[src/rtl/lcd_spi_pkg.sv]
// Shared constants and types for the ST7735 serial receiver/decoder.
package lcd_spi_pkg;

    // ST7735 command bytes tracked by the decoder
    localparam logic [7:0] CMD_CASET = 8'h2A;
    localparam logic [7:0] CMD_RASET = 8'h2B;
    localparam logic [7:0] CMD_RAMWR = 8'h2C;

    // Bits per serial byte (the dc bit travels alongside, not in the shift path)
    localparam int unsigned BYTE_BITS = 8;

    // RGB565 field offsets within a 16-bit pixel
    localparam int unsigned RGB565_R_LSB = 11;
    localparam int unsigned RGB565_R_W   = 5;
    localparam int unsigned RGB565_G_LSB = 5;
    localparam int unsigned RGB565_G_W   = 6;
    localparam int unsigned RGB565_B_LSB = 0;
    localparam int unsigned RGB565_B_W   = 5;

    typedef enum logic [2:0] {
        ST_IDLE,
        ST_ARGS,
        ST_PIX_HI,
        ST_PIX_LO,
        ST_SKIP
    } dec_state_e;

    // First byte on the wire is the high half of the pixel
    function automatic logic [15:0] pix_join(input logic [7:0] hi, input logic [7:0] lo);
        return {hi, lo};
    endfunction

endpackage

[src/rtl/lcd_spi_shift_rx.sv]
// Oversampling SPI front end: synchronisers, SCLK edge detect, 8-bit
// deserialiser, fragment detection and the {dc, byte} word strobe.
module lcd_spi_shift_rx
    import lcd_spi_pkg::*;
#(
    parameter int unsigned SYNC_STAGES = 2
) (
    input  logic       sys_clk,
    input  logic       sys_rst,
    input  logic       cs,
    input  logic       dc,
    input  logic       sclk,
    input  logic       mosi,
    output logic [8:0] rx_data,
    output logic       rx_valid,
    output logic       frag_err
);

    logic [SYNC_STAGES-1:0] cs_sync_q, dc_sync_q, sclk_sync_q, mosi_sync_q;
    logic       cs_s, dc_s, sclk_s, mosi_s, sclk_rise;

    logic       sclk_prev_q, sclk_prev_d;
    logic       armed_q, armed_d;
    logic [2:0] bit_cnt_q, bit_cnt_d;
    logic [7:0] shreg_q, shreg_d;
    logic       done_q, done_d;
    logic       done_dc_q, done_dc_d;
    logic [8:0] rx_data_q, rx_data_d;
    logic       rx_valid_q, rx_valid_d;
    logic       frag_q, frag_d;

    assign cs_s      = cs_sync_q[SYNC_STAGES-1];
    assign dc_s      = dc_sync_q[SYNC_STAGES-1];
    assign sclk_s    = sclk_sync_q[SYNC_STAGES-1];
    assign mosi_s    = mosi_sync_q[SYNC_STAGES-1];
    assign sclk_rise = sclk_s & ~sclk_prev_q;

    // Shift/count logic; reception is held off after reset until CS is seen high
    always_comb begin
        sclk_prev_d = sclk_s;
        armed_d     = armed_q;
        bit_cnt_d   = bit_cnt_q;
        shreg_d     = shreg_q;
        done_d      = 1'b0;
        done_dc_d   = done_dc_q;
        rx_data_d   = rx_data_q;
        rx_valid_d  = 1'b0;
        frag_d      = 1'b0;

        if (cs_s) begin
            armed_d   = 1'b1;
            frag_d    = (bit_cnt_q != 3'd0);
            bit_cnt_d = 3'd0;
        end else if (sclk_rise && armed_q) begin
            shreg_d   = {shreg_q[6:0], mosi_s};
            bit_cnt_d = bit_cnt_q + 3'd1;
            if (bit_cnt_q == 3'(BYTE_BITS - 1)) begin
                done_d    = 1'b1;
                done_dc_d = dc_s;
            end
        end

        if (done_q) begin
            rx_valid_d = 1'b1;
            rx_data_d  = {done_dc_q, shreg_q};
        end
    end

    // Synchroniser chains and receiver state registers
    always_ff @(posedge sys_clk) begin
        if (sys_rst) begin
            cs_sync_q   <= '0;
            dc_sync_q   <= '0;
            sclk_sync_q <= '0;
            mosi_sync_q <= '0;
            sclk_prev_q <= 1'b0;
            armed_q     <= 1'b0;
            bit_cnt_q   <= '0;
            shreg_q     <= '0;
            done_q      <= 1'b0;
            done_dc_q   <= 1'b0;
            rx_data_q   <= '0;
            rx_valid_q  <= 1'b0;
            frag_q      <= 1'b0;
        end else begin
            cs_sync_q   <= {cs_sync_q[SYNC_STAGES-2:0], cs};
            dc_sync_q   <= {dc_sync_q[SYNC_STAGES-2:0], dc};
            sclk_sync_q <= {sclk_sync_q[SYNC_STAGES-2:0], sclk};
            mosi_sync_q <= {mosi_sync_q[SYNC_STAGES-2:0], mosi};
            sclk_prev_q <= sclk_prev_d;
            armed_q     <= armed_d;
            bit_cnt_q   <= bit_cnt_d;
            shreg_q     <= shreg_d;
            done_q      <= done_d;
            done_dc_q   <= done_dc_d;
            rx_data_q   <= rx_data_d;
            rx_valid_q  <= rx_valid_d;
            frag_q      <= frag_d;
        end
    end

    assign rx_data  = rx_data_q;
    assign rx_valid = rx_valid_q;
    assign frag_err = frag_q;

endmodule

[src/rtl/lcd_spi_rx.sv]
// ST7735 serial receiver and command decoder: tracks CASET/RASET/RAMWR and
// reports window bounds and RGB565 pixels with their coordinates.
module lcd_spi_rx
    import lcd_spi_pkg::*;
#(
    parameter int unsigned SYNC_STAGES = 2,
    parameter int unsigned COORD_W     = 8
) (
    input  logic               sys_clk,
    input  logic               sys_rst,
    input  logic               cs,
    input  logic               dc,
    input  logic               sclk,
    input  logic               mosi,
    output logic [8:0]         rx_data,
    output logic               rx_valid,
    output logic               frag_err,
    output logic               cmd_valid,
    output logic [7:0]         cmd_code,
    output logic [COORD_W-1:0] x_start,
    output logic [COORD_W-1:0] x_end,
    output logic [COORD_W-1:0] y_start,
    output logic [COORD_W-1:0] y_end,
    output logic               pix_valid,
    output logic [15:0]        pix_data,
    output logic [COORD_W-1:0] pix_x,
    output logic [COORD_W-1:0] pix_y
);

    dec_state_e         state_q, state_d;
    logic [1:0]         arg_idx_q, arg_idx_d;
    logic [23:0]        argbuf_q, argbuf_d;
    logic [7:0]         hi_q, hi_d;
    logic               cmd_valid_q, cmd_valid_d;
    logic [7:0]         cmd_code_q, cmd_code_d;
    logic [COORD_W-1:0] xs_q, xs_d, xe_q, xe_d, ys_q, ys_d, ye_q, ye_d;
    logic               pix_valid_q, pix_valid_d;
    logic [15:0]        pix_data_q, pix_data_d;
    logic [COORD_W-1:0] px_q, px_d, py_q, py_d;
    logic [15:0]        arg_start, arg_end;
    logic [7:0]         rx_byte;
    logic               rx_is_data;

    lcd_spi_shift_rx #(
        .SYNC_STAGES(SYNC_STAGES)
    ) u_shift (
        .sys_clk  (sys_clk),
        .sys_rst  (sys_rst),
        .cs       (cs),
        .dc       (dc),
        .sclk     (sclk),
        .mosi     (mosi),
        .rx_data  (rx_data),
        .rx_valid (rx_valid),
        .frag_err (frag_err)
    );

    assign rx_is_data = rx_data[8];
    assign rx_byte    = rx_data[7:0];
    assign arg_start  = argbuf_q[23:8];
    assign arg_end    = {argbuf_q[7:0], rx_byte};

    // Decoder next state, bound commits and pixel coordinate stepping
    always_comb begin
        state_d     = state_q;
        arg_idx_d   = arg_idx_q;
        argbuf_d    = argbuf_q;
        hi_d        = hi_q;
        cmd_valid_d = 1'b0;
        cmd_code_d  = cmd_code_q;
        xs_d        = xs_q;
        xe_d        = xe_q;
        ys_d        = ys_q;
        ye_d        = ye_q;
        pix_valid_d = 1'b0;
        pix_data_d  = pix_data_q;
        px_d        = px_q;
        py_d        = py_q;

        // Coordinates step the cycle after a pixel is reported
        if (pix_valid_q) begin
            if (px_q == xe_q) begin
                px_d = xs_q;
                py_d = (py_q == ye_q) ? ys_q : py_q + COORD_W'(1);
            end else begin
                px_d = px_q + COORD_W'(1);
            end
        end

        if (rx_valid) begin
            if (!rx_is_data) begin
                cmd_valid_d = 1'b1;
                cmd_code_d  = rx_byte;
                arg_idx_d   = 2'd0;
                case (rx_byte)
                    CMD_CASET, CMD_RASET: state_d = ST_ARGS;
                    CMD_RAMWR: begin
                        state_d = ST_PIX_HI;
                        px_d    = xs_q;
                        py_d    = ys_q;
                    end
                    default: state_d = ST_SKIP;
                endcase
            end else begin
                case (state_q)
                    ST_ARGS: begin
                        arg_idx_d = arg_idx_q + 2'd1;
                        case (arg_idx_q)
                            2'd0: argbuf_d[23:16] = rx_byte;
                            2'd1: argbuf_d[15:8]  = rx_byte;
                            2'd2: argbuf_d[7:0]   = rx_byte;
                            default: begin
                                if (cmd_code_q == CMD_CASET) begin
                                    xs_d = COORD_W'(arg_start);
                                    xe_d = COORD_W'(arg_end);
                                end else begin
                                    ys_d = COORD_W'(arg_start);
                                    ye_d = COORD_W'(arg_end);
                                end
                                state_d = ST_SKIP;
                            end
                        endcase
                    end
                    ST_PIX_HI: begin
                        hi_d    = rx_byte;
                        state_d = ST_PIX_LO;
                    end
                    ST_PIX_LO: begin
                        pix_valid_d = 1'b1;
                        pix_data_d  = pix_join(hi_q, rx_byte);
                        state_d     = ST_PIX_HI;
                    end
                    default: ;
                endcase
            end
        end
    end

    // Decoder registers
    always_ff @(posedge sys_clk) begin
        if (sys_rst) begin
            state_q     <= ST_IDLE;
            arg_idx_q   <= '0;
            argbuf_q    <= '0;
            hi_q        <= '0;
            cmd_valid_q <= 1'b0;
            cmd_code_q  <= '0;
            xs_q        <= '0;
            xe_q        <= '1;
            ys_q        <= '0;
            ye_q        <= '1;
            pix_valid_q <= 1'b0;
            pix_data_q  <= '0;
            px_q        <= '0;
            py_q        <= '0;
        end else begin
            state_q     <= state_d;
            arg_idx_q   <= arg_idx_d;
            argbuf_q    <= argbuf_d;
            hi_q        <= hi_d;
            cmd_valid_q <= cmd_valid_d;
            cmd_code_q  <= cmd_code_d;
            xs_q        <= xs_d;
            xe_q        <= xe_d;
            ys_q        <= ys_d;
            ye_q        <= ye_d;
            pix_valid_q <= pix_valid_d;
            pix_data_q  <= pix_data_d;
            px_q        <= px_d;
            py_q        <= py_d;
        end
    end

    assign cmd_valid = cmd_valid_q;
    assign cmd_code  = cmd_code_q;
    assign x_start   = xs_q;
    assign x_end     = xe_q;
    assign y_start   = ys_q;
    assign y_end     = ye_q;
    assign pix_valid = pix_valid_q;
    assign pix_data  = pix_data_q;
    assign pix_x     = px_q;
    assign pix_y     = py_q;

endmodule

[config.mk]
export PLATFORM = sky130hd
export DESIGN_NAME = lcd_spi_rx
export DESIGN_NICKNAME = d
export VERILOG_FILES = /design/src/rtl/lcd_spi_pkg.sv /design/src/rtl/lcd_spi_shift_rx.sv /design/src/rtl/lcd_spi_rx.sv
export SDC_FILE = /design/constraint.sdc
export NUM_CORES = 1
export LEC_CHECK = 0
export CORE_MARGIN = 2
export CORE_UTILIZATION = 50
export CTS_CLUSTER_SIZE = 25
export DETAILED_ROUTE_END_ITERATION = 16
export PLACE_DENSITY_LB_ADDON = 0.25
export SLEW_MARGIN = 25
export SYNTH_ARGS = -nofsm -noshare
export SYNTH_HDL_FRONTEND = slang
export SYNTH_SLANG_ARGS = --single-unit
[constraint.sdc]
create_clock -name sys_clk -period 2.6 [get_ports sys_clk]
set_input_delay 0.39 -clock sys_clk [delete_from_list [all_inputs] [get_ports sys_clk]]
set_output_delay 0.39 -clock sys_clk [all_outputs]
set_load 0.1 [all_outputs]
# Yosys cells after proc, flatten, opt, wreduce, memory -nomap -nowiden
# Cells that the tools add are included.
dict set report word_totals {
  output_inout_bits 85
  input_bits 6
  wordCells 95
  regBits 129
}
dict set report classes {
  n_mux 21
  bitwise_logic 8
  n_eq_ne 15
  reduce_logical 20
  add_sub_neg 4
}
# cell count
set op_table {}
lappend op_table {{$mux 8} 11}
lappend op_table {{$eq 8x6->1 const B} 4}
lappend op_table {{$add 8x1->8 const B} 2}
lappend op_table {{$eq 8x8->1} 2}
lappend op_table {{$reduce_and 3->1} 4}
lappend op_table {{$reduce_and 5->1} 2}
lappend op_table {{$pmux 3 s3} 1}
lappend op_table {{$reduce_or 3->1} 3}
lappend op_table {{$reduce_or 2->1} 4}
lappend op_table {{$not 1->1} 7}
lappend op_table {{$eq 3x2->1 const B} 2}
lappend op_table {{$mux 3} 2}
lappend op_table {{$pmux 3 s2} 1}
lappend op_table {{$reduce_and 2->1} 3}
lappend op_table {{$mux 1} 4}
lappend op_table {{$mux 2} 2}
lappend op_table {{$ne 4x4->1 const B} 1}
lappend op_table {{$reduce_and 4->1} 1}
lappend op_table {{$add 3x1->3 const B} 1}
lappend op_table {{$eq 3x1->1 const B} 1}
lappend op_table {{$eq 3x3->1 const B} 1}
lappend op_table {{$ne 3x3->1 const B} 1}
lappend op_table {{$reduce_bool 3->1} 1}
lappend op_table {{$add 2x1->2 const B} 1}
lappend op_table {{other kinds (6)} 6}

# Longest topological paths before layout
# Gate-level depths: netlist (run 1).
dict set report depth {
  word_depth 7
  ltp_mapped 8
  mapped_depth_nobuf 6
}

# By module
# A second synthesis (run 1) with hierarchy kept.
dict set report unflattened {
  hier_cells 571
  area_unflattened_um2 5396.4
}
# module seq_area_each_um2 cells_per_inst instances area_each_um2
set modules_own_cells {}
lappend modules_own_cells {lcd_spi_rx 1901.8 466 1 4227.8}
lappend modules_own_cells {lcd_spi_shift_rx 680.7 105 1 1168.6}

# Worst setup path after synthesis (run 1)
# OpenSTA, ideal clock, no wires.
dict set report synth_path {
  path_type {register to register}
  start {reg u_shift.rx_data_q[2] (netlist: u_shift.rx_data[2])}
  end {reg px_q[1] (netlist: pix_x[1])}
  period_less_slack_ps 2365
  setup_ps 131
  stages_incl_launch_ff 8
  t_arrival_ps 2235
  path_slack_ps 235
  n_path_buf 2
  required_ps 2469
  cell_sequence {dfxtp_1 -> buf_2 -> nor3b_1 -> and4_4 -> a31oi_2 -> buf_2 -> o21ai_0 -> a21oi_1}
}
dict set report synth_between {
  elab_chain_cells 4
}
# item line
set synth_rtl {}
lappend synth_rtl {{start, declared} lcd_spi_shift_rx.sv:28} ;# logic [8:0] rx_data_q, rx_data_d;
lappend synth_rtl {{start signal, assigned} lcd_spi_shift_rx.sv:96} ;# rx_data_q <= rx_data_d;
lappend synth_rtl {{$eq 8x6->1} lcd_spi_rx.sv:95} ;# case (rx_byte)
lappend synth_rtl {{$mux 8} lcd_spi_rx.sv:95}
lappend synth_rtl {{$mux 8} lcd_spi_rx.sv:91} ;# if (!rx_is_data) begin
lappend synth_rtl {{$mux 8} lcd_spi_rx.sv:90} ;# if (rx_valid) begin
lappend synth_rtl {{end signal, assigned} lcd_spi_rx.sv:169} ;# px_q <= px_d;
lappend synth_rtl {{end, declared} lcd_spi_rx.sv:39} ;# logic [COORD_W-1:0] px_q, px_d, py_q, py_d;
# No other way between the ends.
# A chain may end at the register's enable or synchronous reset.

# Worst setup path after layout (run 1)
dict set report layout_path {
  start {reg state_q[0]}
  end {reg ye_q[2] (netlist: y_end[2])}
}
dict set report layout_between {
  elab_chain_cells 2
}
# item line
set layout_rtl {}
lappend layout_rtl {{start, declared} lcd_spi_rx.sv:30} ;# dec_state_e state_q, state_d;
lappend layout_rtl {{start signal, assigned} lcd_spi_rx.sv:157} ;# state_q <= state_d;
lappend layout_rtl {{$eq 3x1->1} lcd_spi_rx.sv:105} ;# case (state_q)
lappend layout_rtl {{$reduce_and 5->1 (no source line)} --}
lappend layout_rtl {{end signal, assigned} lcd_spi_rx.sv:166} ;# ye_q <= ye_d;
lappend layout_rtl {{end, declared} lcd_spi_rx.sv:36} ;# logic [COORD_W-1:0] xs_q, xs_d, xe_q, xe_d, ys_q, ys_d, ye_q, ye_d;
# No other way between the ends.

==> results of run 1 <==
final timing paths:
check                                  startpoint                              end  slack, ns  cells after the start
setup reg to reg          state_q[0]$_SDFFE_PP0P_            y_end[2]$_SDFFE_PP1P_       0.47                      5
hold / removal                            sys_rst     u_shift.armed_q$_SDFFE_PP0P_       0.40                      3
hold reg to reg   u_shift.cs_sync_q[0]$_SDFF_PP0_  u_shift.cs_sync_q[1]$_SDFF_PP0_       0.44                      1
setup / recovery          state_q[0]$_SDFFE_PP0P_            y_end[2]$_SDFFE_PP1P_       0.47                      5
cell type report:
cell class              count  area, um2
inverters                   5       18.8
clock buffers              21        459
well taps                 136        170
multi-input cells         420       2590
flip-flops and latches    129       2580
fillers                   832       3600
repair buffers            103        793
clock inverters             9        155
power breakdown:
group	internal [mW]	switching, mW	leakage, nW
registers	1.98	0.00317	1.04
logic	0.0163	0.0379	1.36
clock network	1.62	0.843	0.300
total	3.62	0.884	2.71
sequential cells by signal, indices dropped and copies added (netlist names), 2 cells and up:
| signal | flops |
|---|---|
| x_start | 8 |
| y_end | 8 |
| hi_q | 8 |
| pix_data | 16 |
| state_q | 3 |
| cmd_code | 8 |
| arg_idx_q | 2 |
| pix_y | 8 |
| u_shift.cs_sync_q | 2 |
| u_shift.bit_cnt_q | 3 |
| u_shift.dc_sync_q | 2 |
| x_end | 8 |
| u_shift.rx_data | 9 |
| argbuf_q | 8 |
| u_shift.sclk_sync_q | 2 |
| y_start | 8 |
| pix_x | 8 |
| u_shift.mosi_sync_q | 2 |
| u_shift.shreg_q | 8 |
cells by family (layout without fill, tap and decap cells):
kind of cell    Yosys count  in the layout  synth area share, %
flops                   129            129                 48.1
simple gates            243            243                 21.9
buf+inv                  42            138                 3.73
xor+xnor                 29             29                 5.01
compound gates           88             88                 9.76
mux                      53             53                 9.88
fa+ha+maj                 7              7                 1.63
synthesized netlist by cell type, drive strengths merged (8+ instances only):
cell and number:
nor2b 13, nor2 54, buf 16, xnor2 14, nand3 18, nand2 112, clkbuf 21, dfxtp 129
mux2i 53, nor3 8, xor2 15, a21oi 48, o21ai 13
worst reg2reg max path, cell delays in order, from the launching register on:
cell and delay [ns]:
dfxtp_1 0.44, nor3b_4 0.27, and3_1 0.42, nand3_2 0.49
mux2i_1 0.31, nand2_1 0.08
per-layer routing:
layer / GRT usage (%) / vias up / share of wire [%]
li1: - / 2188 / -
met1: 29.8 / 2165 / 44
met2: 38.0 / 148 / 49
met3: 6.78 / 17 / 5.9
met4: 8.88 / 0 / 1.2
met5: 0 / - / 0
per-stage QoR:
stage	hold slack, ns	instance area [um2]
6_report	0.405	6770
5_1_grt	0.400	6770
4_1_cts	0.398	6770
3_5_place_dp	0.428	6150
3_3_place_gp	0.420	6150
2_1_floorplan	0.414	5370
==> results.py, run 1 <==
metrics = {
    "outcome": {
        "status": "finished clean",
    },
    "clocking": {
        "clockBufferDepth": 2,
        "cts_hold_buffers": 0,
        "cts.sinks": 129,
        "post_cts_resized": 0,
        "cts_tree": "yes",
        "clk_latency_ns": 0.52,
        "root_buffer": "clkbuf_8",
        "path_clk_slew_ns": 0.06,
        "h-tree-depth": 4,
        "cts_buffers": 17,
        "postCtsSetupRepairBufs": 0,
    },
    "synthesis": {
        "yosys_warnings": 0,
        "synth-seq-cells": 129,
        "ys_types": 54,
        "avgSynthCellArea_um2": 9.09,
        "syn_inst": 591,
        "yosysTopAreaCell": "dfxtp_1",
        "synth-edff-count": 0,
        "syn_area_um2": 5370,
        "async_flop_share_pct": 0,
        "synth_top_flop_cell": "dfxtp_1",
        "synth_top_area_share_pct": 48.1,
        "yosys-top-cells-area": "dfxtp_1 48%, mux2i_1 9.9%, nand2_1 7.8%, a21oi_1 4.5%, nor2_1 3.7%",
        "syn-num-nets": 604,
        "synth_seq_area_share_pct": 48.1,
    },
    "critical_path": {
        "slowest_stage": "nand3_2",
        "worstPathMaxFanout": 16,
        "crit_path_max_incr_delay_ns": 0.49,
        "end_kind": "flip-flop",
        "crit_path_start_kind": "flip-flop",
        "critical_path_class": "reg2reg",
        "cp.arrival_ns": 2.53,
        "cp.required_ns": 3.00,
        "cp_num_buf_inv": 0,
        "path_delay_family": "simple AND/OR/NAND/NOR gates",
        "cp_cell_sequence": "nor3b_4, and3_1, nand3_2, mux2i_1, nand2_1",
    },
    "sta": {
        "min_period_ns": 2.13,
        "drv_slew": 0,
        "fin_crit_sh_pct": 81.9,
        "rsz0062_at_grt": "no",
        "worstMarginPinSlew_ns": 0.682,
        "setup_tns_ns": 0,
        "max-slew-margin-rel_pct": 54.4,
        "finalWorstSetupSlack_ns": 0.472,
        "hold_violations": 0,
        "max_freq_mhz": 470,
        "worst_clock_skew_ns": 0.00950,
        "setup_violations": 0,
    },
    "detailed_routing": {
        "drt-vias-per-instance": 5.49,
        "drtIter0Drc": 224,
        "drc": 0,
        "ant_nets": 0,
        "routed_wl_mm": 13.3,
        "vias": 4518,
        "post_drt_wl_per_cell_um": 16.1,
        "dr.pass1.iters": 5,
    },
    "placed_design": {
        "port_buffers": 90,
        "post-dp-hpwl_mm": 8.94,
        "dp_cells": 793,
        "globalplace.congestion": 0.871,
        "pre_cts_ws_ns": 0.485,
    },
    "cells_and_area": {
        "syn2layout_area_growth_pct": 26.0,
        "utilization_pct": 65.3,
        "mostFrequentLayoutCells": "129 x dfxtp_1, 112 x nand2_1, 97 x buf_4",
        "final_common_cell": "dfxtp_1",
        "antenna_cells": 0,
        "nets": 689,
        "fin_cells": 823,
        "drive_gt1_share_pct": 21.1,
    },
    "pwr": {
        "p_leak_nw": 2.71,
        "power.density_nw_per_um2": 666,
        "power_mw": 4.51,
        "ir_drop_v": 0.000426,
    },
    "flow_run": {
        "cap_violations": 0,
    },
    "floorplan": {
        "die_w_um": 108,
        "start_util_pct": 51.8,
        "die_y_um": 108,
        "fp-row-count": 37,
        "io_pins": 91,
        "core_area_um2": 10400,
        "die-area_um2": 11600,
    },
    "grt": {
        "grtUsageTotal_pct": 23.5,
        "grt_pass1_vias": 4083,
        "antenna_found_initial": 0,
        "gr-total-overflow": 0,
        "grt_first_pass_wirelength_mm": 21.0,
        "grt_max_degree": 104,
    },
    "hold_path": {
        "min_path_type": "in2reg",
    },
}
Note: power is estimated with default switching activity, not from simulation.
==> run 2, diff against run 1 <==
--- a/config.mk
+++ b/config.mk
@@ -6,7 +6,7 @@
 export NUM_CORES = 1
 export LEC_CHECK = 0
 export CORE_MARGIN = 2
-export CORE_UTILIZATION = 50
+export CORE_UTILIZATION = 48
 export CTS_CLUSTER_SIZE = 25
 export DETAILED_ROUTE_END_ITERATION = 16
 export PLACE_DENSITY_LB_ADDON = 0.25
==> constraint.sdc (replaced) <==
create_clock -name sys_clk -period 1.8 [get_ports sys_clk]
set_input_delay 0.27 -clock sys_clk [delete_from_list [all_inputs] [get_ports sys_clk]]
set_output_delay 0.27 -clock sys_clk [all_outputs]
set_load 0.1 [all_outputs]
==> results.py, run 2 (synthesis results as in run 1) <==
metrics = {
    "cells_and_area": {
        "mostFrequentLayoutCells": "112 x nand2_1, 78 x dfxtp_1, 57 x buf_12",
        "fin_cells": 839,
        "n_fill_cell": 766,
        "antenna_cells": 0,
        "largest_reg_flops": 16,
        "final_common_cell": "nand2_1",
        "drive_gt1_share_pct": 30.6,
        "nets": 699,
        "syn2layout_area_growth_pct": 43.4,
    },
    "sta": {
        "max-slew-margin-rel_pct": 65.4,
        "setup_violations": 0,
        "worstMarginPinSlew_ns": 0.518,
        "max_freq_mhz": 572,
        "hold_violations": 0,
        "min_period_ns": 1.75,
        "drv_slew": 0,
        "worst_clock_skew_ns": 0.0108,
        "fin_crit_sh_pct": 97.2,
        "finalWorstSetupSlack_ns": 0.0504,
    },
    "placed_design": {
        "globalplace.congestion": 0.885,
        "dp_cells": 804,
        "port_buffers": 90,
        "pre_cts_ws_ns": -0.00132,
        "post-dp-hpwl_mm": 9.65,
    },
    "grt": {
        "antenna_found_initial": 0,
        "gr-total-overflow": 0,
        "grt_max_degree": 104,
        "grt_pass1_vias": 4654,
        "grtUsageTotal_pct": 24.8,
        "grt_first_pass_wirelength_mm": 22.8,
    },
    "clocking": {
        "cts_hold_buffers": 0,
        "root_buffer": "clkbuf_8",
        "h-tree-depth": 4,
        "cts_tree": "yes",
        "clockBufferDepth": 2,
        "cts.sinks": 129,
        "path_clk_slew_ns": 0.06,
        "cts_buffers": 17,
        "clk_latency_ns": 0.52,
    },
    "detailed_routing": {
        "vias": 4714,
        "post_drt_wl_per_cell_um": 17.0,
        "drt-vias-per-instance": 5.62,
        "wl_met2_mm": 7.26,
        "dr.pass1.iters": 4,
        "routed.top_layer": "met4",
        "drc": 0,
        "wl_met3_um": 845,
        "ant_nets": 0,
        "drt-met1-wl_mm": 5.65,
        "routed_wl_mm": 14.3,
        "drtIter0Drc": 214,
    },
    "floorplan": {
        "io_pins": 91,
        "start_util_pct": 49.3,
        "die-area_um2": 12100,
        "die_w_um": 110,
        "die_y_um": 110,
        "fp-row-count": 38,
        "core_area_um2": 10900,
    },
    "hold_path": {
        "min_path_type": "in2reg",
        "hold_path_end": "pix_y[7]$_SDFF_PP0_",
        "whs_path_depth": 4,
        "hp-start": "sys_rst",
    },
    "critical_path": {
        "slowest_stage": "or4b_4",
        "cp.arrival_ns": 2.19,
        "cp_cell_sequence": "xor2_1, nor4_4, buf_4, and2_4, or4b_4, a41oi_2",
        "path_delay_family": "simple AND/OR/NAND/NOR gates",
        "worstRegToRegCells": 6,
        "r2r-start": "pix_x[5]$_SDFF_PP0_",
        "worstPathMaxFanout": 5,
        "r2r-end": "pix_x[0]$_SDFF_PP0_",
        "crit_path_max_incr_delay_ns": 0.48,
        "end_kind": "flip-flop",
        "cp.required_ns": 2.24,
        "crit_path_start_kind": "flip-flop",
        "reg2reg_slack_ns": 0.05,
        "cp_num_buf_inv": 1,
        "critical_path_class": "reg2reg",
    },
    "pwr": {
        "power.density_nw_per_um2": 800,
        "power_mw": 6.16,
        "p_leak_nw": 2.97,
        "ir_drop_v": 0.000844,
    },
    "outcome": {
        "status": "finished clean",
    },
    "flow_run": {
        "cap_violations": 0,
    },
}
-- run 2: cell count changes in the layout (fill, tap and decap cells not counted), sizes merged --
cell / change
clkinv: +2
bufinv: -3
inv: +4
buf: +10
clkbuf: -1
-- run 2: worst max-delay path by stage --
stage                                          startpoint                  end  cells after the start
after detailed placement              pix_x[4]$_SDFF_PP0_  pix_y[6]$_SDFF_PP0_                      5
final                                 pix_x[5]$_SDFF_PP0_  pix_x[0]$_SDFF_PP0_                      6
after global placement              x_end[7]$_SDFFE_PP1P_  pix_y[0]$_SDFF_PP0_                      5
after floorplan           u_shift.rx_data[2]$_SDFFE_PP0P_  pix_x[1]$_SDFF_PP0_                      7
after CTS                             pix_x[4]$_SDFF_PP0_  pix_y[6]$_SDFF_PP0_                      5
after global routing                x_end[6]$_SDFFE_PP1P_  pix_y[0]$_SDFF_PP0_                      6
-- run 2: layer usage --
metal	track usage, %	up-vias
met4	14.0	0
met5	0	-
li1	-	2209
met1	28.7	2269
met2	41.6	191
met3	6.05	45
-- run 2: repair_timing --
action                     CTS  global route
buffers inserted             0             3
cloned                       0             0
pin swaps                    0             3
resized for setup            0             7
setup endpoints to repair    4            19
-- run 2: layout make-up --
class,count,area [um2],area share (%)
flip-flops and latches,129,2720,35.4
multi-input cells,420,2650,34.4
repair buffers,113,1570,20.4
clock buffers,20,467,6.06
well taps,140,175,2.27
clock inverters,12,100,1.30
inverters,5,18.8,0.244
-- run 2: tightest hold or removal path, stage by stage --
cell      delay, ns
buf_2          0.14
clkinv_1       0.16
a41oi_1        0.14
o31ai_1        0.05
-- run 2: through the flow --
step	hold slack, ns	instance area [um2]	util, %	setup TNS, ns
global placement	0.419	7060	64.9	0
floorplan	0.398	5530	-	-0.00322
global route	0.282	7700	70.7	-0.0269
detailed placement	0.434	7060	64.9	-0.00132
CTS	0.252	7630	70.1	-0.0783
finish	0.275	7700	70.7	0
-- run 2: where the power goes --
part           internal, mW  total (mW)  leakage [nW]  switching, mW
Combinational        0.0239      0.0784          1.62         0.0545
Clock                  1.98        3.26         0.287           1.27
Sequential             2.82        2.82          1.06        0.00430
